## src/rtl/ctrl_pkg.sv

```systemverilog
// Shared encodings and control-bundle type for the ID-stage decode/hazard unit.
package ctrl_pkg;

    localparam logic [6:0] OP_R   = 7'b0110011;
    localparam logic [6:0] OP_I   = 7'b0010011;
    localparam logic [6:0] OP_LD  = 7'b0000011;
    localparam logic [6:0] OP_ST  = 7'b0100011;
    localparam logic [6:0] OP_BR  = 7'b1100011;
    localparam logic [6:0] OP_JAL = 7'b1101111;

    localparam logic [6:0] FUNCT7_MULDIV = 7'b0000001;

    typedef enum logic [1:0] {
        ALUOP_ADD = 2'b00,
        ALUOP_BR  = 2'b01,
        ALUOP_R   = 2'b10,
        ALUOP_I   = 2'b11
    } aluop_e;

    typedef struct packed {
        logic   branch;
        logic   jump;
        logic   memtoreg;
        aluop_e aluop;
        logic   memwrite;
        logic   memread;
        logic   alusrc;
        logic   regwrite;
        logic   mul;
    } ctrl_bundle_t;

    localparam ctrl_bundle_t CTRL_BUBBLE = '0;

endpackage

```

## src/rtl/ctrl_decode.sv

```systemverilog
// Combinational opcode/funct7 decoder producing the ID-stage control bundle.
module ctrl_decode
    import ctrl_pkg::*;
#(
    parameter int OP_W = 7
) (
    input  logic [OP_W-1:0] op_i,
    input  logic [6:0]      funct7_i,
    output ctrl_bundle_t    ctrl_o
);

    // NOTE: default assigned first so every path drives ctrl_o and no latch is inferred.
    always_comb begin
        ctrl_o = CTRL_BUBBLE;
        case (op_i)
            OP_W'(OP_R): begin
                ctrl_o.aluop    = ALUOP_R;
                ctrl_o.regwrite = 1'b1;
                ctrl_o.mul      = (funct7_i == FUNCT7_MULDIV);
            end
            OP_W'(OP_I): begin
                ctrl_o.aluop    = ALUOP_I;
                ctrl_o.alusrc   = 1'b1;
                ctrl_o.regwrite = 1'b1;
            end
            OP_W'(OP_LD): begin
                ctrl_o.memtoreg = 1'b1;
                ctrl_o.aluop    = ALUOP_ADD;
                ctrl_o.memread  = 1'b1;
                ctrl_o.alusrc   = 1'b1;
                ctrl_o.regwrite = 1'b1;
            end
            OP_W'(OP_ST): begin
                ctrl_o.aluop    = ALUOP_ADD;
                ctrl_o.memwrite = 1'b1;
                ctrl_o.alusrc   = 1'b1;
            end
            OP_W'(OP_BR): begin
                ctrl_o.branch = 1'b1;
                ctrl_o.aluop  = ALUOP_BR;
            end
            OP_W'(OP_JAL): begin
                ctrl_o.jump     = 1'b1;
                ctrl_o.aluop    = ALUOP_ADD;
                ctrl_o.alusrc   = 1'b1;
                ctrl_o.regwrite = 1'b1;
            end
            default: ctrl_o = CTRL_BUBBLE;
        endcase
    end

endmodule

```

## src/rtl/ctrl_hazard_unit.sv

```systemverilog
// Decode + load-use/multi-cycle hazard control and ID/EX control register.
// Define CTRL_PERF_CNT_EN to add stall/flush performance counters.
module ctrl_hazard_unit
    import ctrl_pkg::*;
#(
    parameter int OP_W    = 7,
    parameter int REG_AW  = 5,
    parameter int MUL_LAT = 4,
    parameter int CNT_W   = 3
) (
    input  logic              clk_i,
    input  logic              rst_i,
    input  logic [OP_W-1:0]   op_i,
    input  logic [6:0]        funct7_i,
    input  logic [REG_AW-1:0] rs1_i,
    input  logic [REG_AW-1:0] rs2_i,
    input  logic [REG_AW-1:0] ex_rd_i,
    input  logic              ex_memread_i,
    input  logic              flush_i,
    input  logic              mem_stall_i,
    output logic              pc_write_o,
    output logic              ifid_write_o,
    output logic              ex_branch_o,
    output logic              ex_jump_o,
    output logic              ex_memtoreg_o,
    output logic [1:0]        ex_aluop_o,
    output logic              ex_memwrite_o,
    output logic              ex_memread_o,
    output logic              ex_alusrc_o,
    output logic              ex_regwrite_o,
    output logic              ex_mul_o,
`ifdef CTRL_PERF_CNT_EN
    output logic [31:0]       stall_cnt_o,
    output logic [31:0]       flush_cnt_o,
`endif
    output logic              busy_o
);

    typedef enum logic {
        IDLE,
        MUL_BUSY
    } state_e;

    localparam bit MUL_MULTI = (MUL_LAT > 1);

    ctrl_bundle_t      dec;
    ctrl_bundle_t      ex_q, ex_d;
    state_e            state_q, state_d;
    logic [CNT_W-1:0]  cnt_q, cnt_d;
    logic              use_rs1, use_rs2, lu, hold, busy;

    ctrl_decode #(.OP_W(OP_W)) u_decode (
        .op_i     (op_i),
        .funct7_i (funct7_i),
        .ctrl_o   (dec)
    );

    // JAL reads no sources; I-type and loads read rs1 only.
    assign use_rs1 = (op_i != OP_W'(OP_JAL));
    assign use_rs2 = (op_i != OP_W'(OP_I)) && (op_i != OP_W'(OP_LD)) && (op_i != OP_W'(OP_JAL));

    assign lu = ex_memread_i && (ex_rd_i != '0) &&
                ((use_rs1 && (ex_rd_i == rs1_i)) || (use_rs2 && (ex_rd_i == rs2_i)));

    assign busy         = (state_q == MUL_BUSY);
    assign hold         = lu || busy || mem_stall_i;
    assign pc_write_o   = ~hold;
    assign ifid_write_o = ~hold;
    assign busy_o       = busy;

    always_comb begin
        ex_d    = ex_q;
        state_d = state_q;
        cnt_d   = cnt_q;
        if (!mem_stall_i) begin
            if (flush_i || lu || busy) begin
                ex_d = CTRL_BUBBLE;
            end else begin
                ex_d = dec;
            end
            case (state_q)
                IDLE: begin
                    if (MUL_MULTI && dec.mul && !flush_i && !lu) begin
                        state_d = MUL_BUSY;
                        cnt_d   = CNT_W'(MUL_LAT - 1);
                    end
                end
                MUL_BUSY: begin
                    // The mul is already in EX, so a flush does not stop the count.
                    cnt_d = cnt_q - CNT_W'(1);
                    if (cnt_q == CNT_W'(1)) begin
                        state_d = IDLE;
                    end
                end
                default: state_d = IDLE;
            endcase
        end
    end

    // NOTE: state uses non-blocking assignments; reset here is synchronous, sampled on the edge.
    always_ff @(posedge clk_i) begin
        if (!rst_i) begin
            ex_q    <= CTRL_BUBBLE;
            state_q <= IDLE;
            cnt_q   <= '0;
        end else begin
            ex_q    <= ex_d;
            state_q <= state_d;
            cnt_q   <= cnt_d;
        end
    end

`ifdef CTRL_PERF_CNT_EN
    logic [31:0] stall_cnt_q, flush_cnt_q;

    always_ff @(posedge clk_i) begin
        if (!rst_i) begin
            stall_cnt_q <= '0;
            flush_cnt_q <= '0;
        end else begin
            if (hold)    stall_cnt_q <= stall_cnt_q + 32'd1;
            if (flush_i) flush_cnt_q <= flush_cnt_q + 32'd1;
        end
    end

    assign stall_cnt_o = stall_cnt_q;
    assign flush_cnt_o = flush_cnt_q;
`endif

    assign ex_branch_o   = ex_q.branch;
    assign ex_jump_o     = ex_q.jump;
    assign ex_memtoreg_o = ex_q.memtoreg;
    assign ex_aluop_o    = ex_q.aluop;
    assign ex_memwrite_o = ex_q.memwrite;
    assign ex_memread_o  = ex_q.memread;
    assign ex_alusrc_o   = ex_q.alusrc;
    assign ex_regwrite_o = ex_q.regwrite;
    assign ex_mul_o      = ex_q.mul;

endmodule

```

## config.mk

```make
export PLATFORM = sky130hd
export DESIGN_NAME = ctrl_hazard_unit
export DESIGN_NICKNAME = d
export VERILOG_FILES = /design/src/rtl/ctrl_pkg.sv /design/src/rtl/ctrl_decode.sv /design/src/rtl/ctrl_hazard_unit.sv
export SDC_FILE = /design/constraint.sdc
export NUM_CORES = 1
export LEC_CHECK = 0
export ABC_AREA = 1
export BUFFER_PORTS_ARGS = -buffer_cell sky130_fd_sc_hd__buf_2
export CAP_MARGIN = 10
export CELL_PAD_IN_SITES_DETAIL_PLACEMENT = 1
export CELL_PAD_IN_SITES_GLOBAL_PLACEMENT = 2
export CORE_MARGIN = 5
export CORE_UTILIZATION = 21
export DETAILED_ROUTE_END_ITERATION = 7
export PLACE_DENSITY = 0.89
export SYNTH_ARGS = -nofsm -noshare
export SYNTH_HDL_FRONTEND = slang
export SYNTH_SLANG_ARGS = --single-unit
```

## constraint.sdc

```tcl
create_clock -name clk_i -period 1.4 [get_ports clk_i]
set_input_delay 0.07 -clock clk_i [delete_from_list [all_inputs] [get_ports clk_i]]
set_output_delay 0.07 -clock clk_i [all_outputs]
set_load 0.03 [all_outputs]
```

==> key figures <==
Cells and area
  • Share of cells above drive strength 1: 0.2723
  • Area grow syn2layout: 35.17%
  • Finished Core Util: 0.2902
  • Layout Nets: 239
  • Antenna fix cells: 0

Routing
  • Routed WL: about 2.7 mm
  • Vias post-DR: 1093
  • Drt first pass iters: 4
  • Routed wire per std cell: around 11 µm
  • Antenna-violating nets left: 0
  • DRC: 0
  • Via/cell ratio: approximately 4.3
  • Initial DRC Count: 38

Floorplanning
  • Height of the die: 76.49 µm
  • Width of the die: 76.49 µm
  • Initial Utilization: 0.2147
  • I/O Pins: 47
  • Core ar.: 4324 µm²
  • Row count: 24
  • Die Footprint: 5851 µm²

Worst setup path
  • CP startpoint: op_i[3]
  • Data required, critical path: 1.33 ns
  • Crit end category: output pin
  • Critical path type: in -> out
  • Critical Path Source Type: input port
  • Worst Path Max Fanout: 11
  • Reg2Reg Launch Point: busy_o$_SDFFE_PN0N_
  • Critical Path AT: 1.18 ns

Pwr
  • Switching Power: 233.4 µW
  • Max VDD drop: 0.4001 mV
  • Clock share of power: 0.383
  • Pwr Density: 697.6 nW/µm²
  • Switching share of total power: 0.2667
  • Logic pwr share: 0.190
  • Leak: 0.6917 nW
  • Part of the power in registers: 0.426
  • Int Power: between 600 and 700 µW

Place
  • Dpl hpwl: ~2.3 mm
  • PortBufs: 46
  • RePlAce Congestion: 0.8120

Yosys
  • Post-synth EDFFs: 0
  • Mapped cell area: 928.4 µm²
  • Async SR Flop Fraction: 0
  • Yosys top cell area share: 0.2803
  • Synth cell count leaders: nand2_1 (39), inv_1 (28), nand3_1 (16), nor2_1 (16)
  • Synth Instances: 156
  • Most common cell in the netlist: nand2_1
  • Area leader, netlist: dfxtp_1
  • Syn. warnings: 0
  • Commonest register cell after synthesis: dfxtp_1
  • Syn_nets: 192
  • Post-synthesis cell type count: 22
  • Syn Area/Cell: 5.951 µm²
  • Area contributors post-synth: dfxtp_1 (28%), nand2_1 (16%), inv_1 (11%)
  • Seq/Total Area, Yosys: 0.2803
  • Post-synthesis register bit count: 13

Clock tree
  • Clock sinks: 13
  • Clock Tree Root: clkbuf_8
  • Clock-pin slew on the worst setup and hold paths: 0.05 ns
  • H-tree Lvls: 1
  • Clock tree buffer depth: 2
  • Skew-Pair Late Insertion Delay: 0.25 ns
  • CTS tree: done
  • Num CTS Buffers: 3
  • Post CTS Setup Buffer Count: 0

STA
  • Tmin final: around 1.3 ns
  • Worst hold margin: between 0.09 and 0.1 ns
  • Worst slew margin: 0.7002
  • Clk_skew: 0.003842 ns
  • Slew @ Worst Pin: 0.4481 ns
  • Max Slew Vio Count: 0
  • Final setup violation count: 0
  • Period utilization: 0.8949
  • RSZ-0062 raised after global routing: yes
  • Peak Freq: 0.7982 GHz
  • Final Hold Viols: 0

Flow run
  • Max-Cap Viols: 0

Global route
  • Grt ovf: 0
  • Vias in the first global route: 1080
  • Initial antenna violation count: 0
  • Largest net degree at the start of global routing: 17
  • Total global-route track usage: 0.09328
  • First-pass GRT wire length: roughly 4.5 mm

Min path
  • Hold_sp: rst_i
  • HP Class: in -> reg

Status
  • Status: completed
==> layout by cell type (no fill, tap or decap), types with 2 or more instances in the layout <==
master | netlist | layout
o21ai_0 | 3 | 3
buf_2 | 0 | 44
inv_1 | 28 | 28
nor3_1 | 3 | 3
nand4_1 | 6 | 6
nand2_1 | 39 | 39
nand3_1 | 16 | 16
xor2_1 | 3 | 3
clkbuf_8 | 0 | 3
ha_1 | 2 | 2
nor2_1 | 16 | 15
a21oi_1 | 13 | 13
dfxtp_1 | 13 | 13
clkbuf_4 | 0 | 2
==> cells by family after synthesis <==
group                    share of synthesized area
buffers and inverters                       0.1577
adder cells (fa/ha/maj)                    0.02695
flip-flops                                  0.2803
XOR/XNOR                                   0.03774
AO/OA/AOI/OAI                              0.09299
AND/OR/NAND/NOR                             0.4043
==> sequential cells by signal (all words and copies together) (netlist names) <==
signal,flops
ex_memtoreg_o,1
ex_mul_o,1
ex_aluop_o,2
busy_o,1
ex_branch_o,1
cnt_q,3
ex_alusrc_o,1
ex_jump_o,1
ex_regwrite_o,1
ex_memwrite_o,1
==> metrics by stage <==
| step | std cells | setup slack [ns] | TNS (ns) | instance area (µm²) | power, mW |
|---|---|---|---|---|---|
| 2_1_floorplan | 156 | 0.09202 | 0 | 930.9 | 0.4738 |
| 3_3_place_gp | 250 | 0.1138 | 0 | 1200 | 0.5451 |
| 3_5_place_dp | 250 | 0.09793 | 0 | 1200 | 0.5478 |
| 4_1_cts | 254 | 0.09246 | 0 | 1245 | 0.8998 |
| 5_1_grt | 254 | -0.008423 | -0.01610 | 1255 | 0.9328 |
| 6_report | 254 | 0.1472 | 0 | 1255 | 0.8754 |
==> critical path, stage by stage <==
cell and delay [ns]:
buf_2 0.10, nor2_1 0.09, nand2_1 0.12, nor2_1 0.11, nor2_1 0.05, nand2_1 0.06
nand2_1 0.08, nand2_4 0.12, nand2_1 0.07, nor2_2 0.10, clkbuf_4 0.20
==> what timing repair did <==
| action | in CTS | in global routing |
|---|---|---|
| setup endpoints to repair | 0 | 2 |
| hold buffers | 0 | 0 |
| resized for setup | 0 | 3 |
==> power by group through the flow <==
stage,Clock (mW),Combinational [mW],Sequential (mW)
6_report,0.336,0.167,0.373
5_1_grt,0.369,0.191,0.373
4_1_cts,0.359,0.167,0.373
3_5_place_dp,0,0.167,0.381
3_3_place_gp,0,0.164,0.381
2_1_floorplan,0,0.0891,0.385
==> area by class of cell <==
| class | count | area [µm²] |
|---|---|---|
| clock buffers | 4 | 45.04 |
| fillers | 605 | 3069 |
| inverters | 30 | 112.6 |
| multi-input cells | 108 | 529.3 |
| flip-flops and latches | 13 | 260.3 |
| well taps | 52 | 65.06 |
| repair buffers | 47 | 242.7 |
==> final timing paths <==
kind	depth (start not counted)	endpoint	slack, ns
max	11	ifid_write_o	0.15
min reg2reg	2	ex_mul_o$_SDFFE_PN0N_	0.47
max reg2reg	6	cnt_q[2]$_SDFFE_PN0P_	0.29
min	3	busy_o$_SDFFE_PN0N_	0.1
==> layer usage <==
layer	vias up	track usage	part of all wire
li1	580	-	-
met1	482	0.1043	0.42
met2	27	0.1627	0.50
met3	4	0.03664	0.071
met4	0	0.02622	0.012
met5	-	0	0
No activity file was read; power rests on OpenSTA's default activity.
